File: src/rtl/emissions_alert_controller.sv
// Debounces the emissions warning/critical flags and escalates them to the LED, buzzer, limp-mode request and a critical-event count.
// Outputs are registered from the next state (one edge after q_lvl); there is no backpressure, and inputs are sampled every cycle.
module emissions_alert_controller #(
  parameter int DEBOUNCE    = 4,
  parameter int LIMP_CYCLES = 16,
  parameter int BLINK_HALF  = 4
) (
  input  logic       clk,
  input  logic       reset,
  input  logic       warning,
  input  logic       critical,
  input  logic       ack,
  output logic       alert_led,
  output logic       buzzer,
  output logic       limp_mode,
  output logic [7:0] event_count,
  output logic [1:0] state_out
);

  localparam logic [7:0]  DEB_MAX   = 8'(DEBOUNCE);
  localparam logic [15:0] LIMP_MAX  = 16'(LIMP_CYCLES);
  localparam logic [7:0]  BLINK_MAX = 8'(BLINK_HALF);

  typedef enum logic [1:0] {
    ST_OK   = 2'd0,
    ST_WARN = 2'd1,
    ST_CRIT = 2'd2,
    ST_HOLD = 2'd3
  } state_t;

  state_t      state, state_n;
  logic [1:0]  lvl, cand, q_lvl;
  logic [7:0]  deb_cnt, deb_cnt_n;
  logic [15:0] limp_cnt, limp_cnt_n;
  logic [7:0]  blink_cnt;

  always_comb begin
    lvl = 2'd0;
    if (critical)     lvl = 2'd2;
    else if (warning) lvl = 2'd1;
  end

  // A changed level restarts the stability count at 1, so DEBOUNCE=1 qualifies on the same edge.
  always_comb begin
    deb_cnt_n = deb_cnt;
    if (lvl != cand)            deb_cnt_n = 8'd1;
    else if (deb_cnt != DEB_MAX) deb_cnt_n = deb_cnt + 8'd1;
  end

  always_comb begin
    state_n = state;
    case (state)
      ST_OK: begin
        if (q_lvl == 2'd2)      state_n = ST_CRIT;
        else if (q_lvl == 2'd1) state_n = ST_WARN;
      end
      ST_WARN: begin
        if (q_lvl == 2'd2)      state_n = ST_CRIT;
        else if (q_lvl == 2'd0) state_n = ST_OK;
      end
      ST_CRIT: begin
        if (q_lvl != 2'd2)      state_n = ST_HOLD;
      end
      ST_HOLD: begin
        if (q_lvl == 2'd2)      state_n = ST_CRIT;
        else if (ack)           state_n = (q_lvl == 2'd1) ? ST_WARN : ST_OK;
      end
      default:                  state_n = ST_OK;
    endcase
  end

  always_comb begin
    limp_cnt_n = 16'd0;
    if (state_n == ST_CRIT) begin
      if (state != ST_CRIT)           limp_cnt_n = 16'd1;
      else if (limp_cnt != LIMP_MAX)  limp_cnt_n = limp_cnt + 16'd1;
      else                            limp_cnt_n = limp_cnt;
    end
  end

  always_ff @(posedge clk) begin
    if (reset) begin
      cand        <= 2'd0;
      q_lvl       <= 2'd0;
      deb_cnt     <= 8'd0;
      state       <= ST_OK;
      limp_cnt    <= 16'd0;
      blink_cnt   <= 8'd0;
      alert_led   <= 1'b0;
      buzzer      <= 1'b0;
      limp_mode   <= 1'b0;
      event_count <= 8'd0;
    end else begin
      cand     <= lvl;
      deb_cnt  <= deb_cnt_n;
      if (deb_cnt_n == DEB_MAX) q_lvl <= lvl;

      state    <= state_n;
      buzzer   <= (state_n == ST_CRIT);
      limp_cnt <= limp_cnt_n;

      if (state_n == ST_CRIT && state != ST_CRIT && event_count != 8'hFF)
        event_count <= event_count + 8'd1;

      // Limp is sticky across CRIT/HOLD re-entries; only an acknowledged exit from HOLD releases it.
      if (state_n == ST_CRIT && limp_cnt_n == LIMP_MAX)
        limp_mode <= 1'b1;
      else if (state == ST_HOLD && (state_n == ST_OK || state_n == ST_WARN))
        limp_mode <= 1'b0;

      if (state_n == ST_WARN) begin
        if (state != ST_WARN) begin
          blink_cnt <= 8'd1;
          alert_led <= 1'b1;
        end else if (blink_cnt == BLINK_MAX) begin
          blink_cnt <= 8'd1;
          alert_led <= ~alert_led;
        end else begin
          blink_cnt <= blink_cnt + 8'd1;
        end
      end else begin
        blink_cnt <= 8'd0;
        alert_led <= (state_n == ST_CRIT) || (state_n == ST_HOLD);
      end
    end
  end

  assign state_out = state;

endmodule

File: config.mk
export PLATFORM = sky130hd
export DESIGN_NAME = emissions_alert_controller
export DESIGN_NICKNAME = d
export VERILOG_FILES = /design/src/rtl/emissions_alert_controller.sv
export SDC_FILE = /design/constraint.sdc
export NUM_CORES = 1
export LEC_CHECK = 0
export ABC_CLOCK_PERIOD_IN_PS = 2000
export CAP_MARGIN = 0
export CORE_UTILIZATION = 45
export DETAILED_ROUTE_END_ITERATION = 7
export GPL_ROUTABILITY_DRIVEN = 0
export PLACE_DENSITY_LB_ADDON = 0.25
export SLEW_MARGIN = 20
export SYNTH_ARGS = -nofsm -noshare
export SYNTH_HDL_FRONTEND = slang
export SYNTH_SLANG_ARGS = --single-unit
File: constraint.sdc
create_clock -name clk -period 2 [get_ports clk]
set_input_delay 0.3 -clock clk [delete_from_list [all_inputs] [get_ports clk]]
set_output_delay 0.3 -clock clk [all_outputs]
set_load 0.03 [all_outputs]
==> qor.yml, run 1 <==
floorplanning:
  dieWidth_um: 76.9
  io_pins: 18
  chipHeight_um: 76.9
  design.die.area_mm2: 0.00591
  initial_core_util_pct: 48.2
  core_mm2: 0.00524
  num_rows: 26
setup_path:
  end_kind: "flip-flop"
  worstSetupPathType: "reg2reg"
  reg2reg_depth: 7
  slowest_stage: "or4_1"
  worstReg2RegStart: "limp_cnt[2]$_SDFF_PP0_"
  r2r_end: "limp_mode$_SDFFE_PP0P_"
  start_kind: "flip-flop"
  path_cells: "buf_4 -> nand2_1 -> nor3_2 -> xnor2_1 -> a31oi_1 -> or4_1 -> o21ai_1"
  required_ps: 2240
  critPathMaxStageDelay_ps: 550
  r2r_setup_slack_ps: 40
  cp_data_arrival_time_ps: 2200
  path_max_fanout: 6
route:
  drt_wl_total_um: 5050
  dr.first_iter.drc_count: 65
  firstDrtPassIters: 4
  drc: 0
  avgRoutedWirePerCell_um: 12.4
  via_count: 2074
  vias_per_cell: 5.11
  antenna_left: 0
run:
  drv.max_cap_violation_count: 0
place:
  hpwl_um: 3670
  port-buffer-count: 17
sta:
  fin_crit_ps: 1960
  setup_viol: 0
  finClkSkew_ps: 6.71
  max_freq_mhz: 511
  final.setup.tns_ps: 0
  finalCritPeriodShare_pct: 97.8
  max_slew_margin_pct: 76.0
  rsz0062_at_grt: "true"
  finalMaxSlewViolations: 0
  worstMarginPinSlew_ps: 358
  hold_viol: 0
yosys:
  netlist.area_leader.share_pct: 38.9
  synthArstFlopShare_pct: 0
  synthesis.area_mm2: 0.00252
  yosysSeqAreaShare_pct: 38.9
  synth_area_leaders: "dfxtp_1, xor2_1, nor2_1, xnor2_1, ha_1"
  syn_inst: 289
  syn_nets: 301
  ys_types: 45
  synth_edf_count: 0
  synth_top_area_cell: "dfxtp_1"
  postSynthAreaPerCell_um2: 8.73
  ys.flop_type: "dfxtp_1"
  synth.ff_latch_count: 49
  synth_warnings: 0
layout:
  multiInputGateArea_mm2: 0.00150
  drive_gt1_share_pct: 22.0
  diodes: 0
  final_cell_mix: "nor2_1, dfxtp_1, buf_4"
  nets: 347
  synthToLayoutAreaGrowth_pct: 23.5
  layout_commonest_cell: "nor2_1"
  n_fill_cell: 461
  seq_area_um2: 997
clock_tree:
  clkSinkCount: 49
  clk_latency_ps: 310
  clockBufferDepth: 2
  cts_hold_buffers: 0
  cts_root_buf: "clkbuf_8"
  htree_levels: 2
  cts_buffers: 5
  clk_pin_slew_worst_paths_ps: 90
  cts_tree: "built"
pwr:
  powerDensity_mw_per_mm2: 525
  vdd_drop_max_mv: 0.302
  leakagePower_nw: 1.13
  p_total_mw: 1.63
run_status:
  outcome: "finished clean"
worst_hold_path:
  hp-start: "limp_mode$_SDFFE_PP0P_"
  holdPathStages: 2
  hold_class: "reg2reg"
  holdPathEnd: "limp_mode$_SDFFE_PP0P_"
global_routing:
  grt_overflow_total: 0
  grt_pass1_wl_um: 8750
  antenna_found_initial: 0
  grt_start_max_net_pins: 21
  first_global_vias: 2003
  gr-usage-all-layers_pct: 18.3
-- timing repair --
item	in CTS	in global routing
endpoints found under the setup margin	1	3
endpoints found under the hold margin	0	0
buffers inserted	0	1
gates resized for setup	3	22
pin swaps	0	2
-- registers in the layout (all words and copies together) (netlist names) --
register	cells
buzzer	1
alert_led	1
event_count	8
cand	2
blink_cnt	8
limp_cnt	16
limp_mode	1
q_lvl	2
state_out	2
deb_cnt	8
-- cell families (layout without fill, tap and decap cells) --
group | after synthesis | count (layout) | share of synthesized area, %
compound gates | 32 | 32 | 8.09
xor+xnor | 36 | 36 | 12.5
fa+ha+maj | 7 | 7 | 3.47
buf+inv | 19 | 66 | 4.51
flops | 49 | 49 | 38.9
mux | 5 | 5 | 2.13
simple gates | 141 | 141 | 30.4
-- metrics by stage --
step	hold slack [ps]	utilization (%)	instance area, um2	setup slack [ps]	cells
2_1_floorplan	386	-	2520	34.7	289
3_3_place_gp	481	56.0	2930	-18.9	397
3_5_place_dp	481	56.0	2930	-87.2	397
4_1_cts	519	57.9	3030	10.9	405
5_1_grt	544	59.5	3120	-69.0	406
6_report	518	59.5	3120	44.9	406
-- worst max-delay path: cells and delay by family, from the launching register on --
family / cells / cell delay (ps)
flip-flops: 1 / 450
AND/OR/NAND/NOR: 3 / 870
XOR/XNOR: 1 / 150
AO/OA/AOI/OAI: 2 / 250
buffers and inverters: 1 / 190
-- metal layers --
layer	vias up	part of all wire (%)	global-route usage [%]
met4	0	0.81	7.50
met5	-	0	0
li1	1096	-	-
met2	21	46	30.6
met3	4	1.9	3.21
met1	953	51	23.1
-- synthesized netlist by cell type (2+ instances only) --
| cell type | instances |
|---|---|
| dfxtp_1 | 49 |
| nor2_1 | 41 |
| nand2_1 | 19 |
| xor2_1 | 19 |
| xnor2_1 | 17 |
| nand3_1 | 16 |
| a21oi_1 | 9 |
| inv_1 | 9 |
| nand4_1 | 9 |
| nor3_1 | 9 |
| and3_1 | 8 |
| ha_1 | 7 |
| o21ai_0 | 7 |
| nand2b_1 | 6 |
| nor2b_1 | 6 |
| a31oi_1 | 5 |
| clkbuf_1 | 4 |
| nor4_1 | 4 |
| mux2_2 | 3 |
| nor3b_1 | 3 |
| nor4b_1 | 3 |
| or2_2 | 3 |
| or3_1 | 3 |
| buf_4 | 2 |
| buf_6 | 2 |
| clkbuf_8 | 2 |
| mux2i_1 | 2 |
| nand3_2 | 2 |
| nand3b_1 | 2 |
| o2111ai_1 | 2 |
| o31ai_1 | 2 |
-- area by class of cell --
type,count,share of cell area [%]
multi-input combinational,221,48.0
clock buffer,5,2.21
clock inverter,3,0.683
inverter,9,1.08
tap,70,2.81
sequential,49,32.0
timing repair buffer,49,13.2
-- power by group --
part / leakage, nW / switching (mW) / internal (mW)
Clock: 0.0445 / 0.352 / 0.249
Sequential: 0.400 / 0.00581 / 0.977
Combinational: 0.684 / 0.0259 / 0.0249
Total: 1.13 / 0.384 / 1.25
-- worst max-delay path by stage --
stage	startpoint	end	slack (ps)	cells after the start
floorplan	limp_cnt[0]$_SDFF_PP0_	limp_mode$_SDFFE_PP0P_	30	8
global placement	warning	q_lvl[0]$_SDFFE_PP0N_	-20	7
detailed placement	warning	q_lvl[1]$_SDFFE_PP0N_	-90	7
CTS	limp_cnt[0]$_SDFF_PP0_	limp_mode$_SDFFE_PP0P_	10	8
global route	limp_cnt[2]$_SDFF_PP0_	limp_mode$_SDFFE_PP0P_	-70	7
finish	limp_cnt[2]$_SDFF_PP0_	limp_mode$_SDFFE_PP0P_	40	7
(Power assumes the default switching activity.)
==> run 2, diff against run 1 <==
--- a/config.mk
+++ b/config.mk
@@ -11,7 +11,6 @@
 export DETAILED_ROUTE_END_ITERATION = 7
 export GPL_ROUTABILITY_DRIVEN = 0
 export PLACE_DENSITY_LB_ADDON = 0.25
-export SLEW_MARGIN = 20
 export SYNTH_ARGS = -nofsm -noshare
 export SYNTH_HDL_FRONTEND = slang
 export SYNTH_SLANG_ARGS = --single-unit
==> results of run 2 <==
No change in the layout: final DEF, timing and power equal those of run 1.
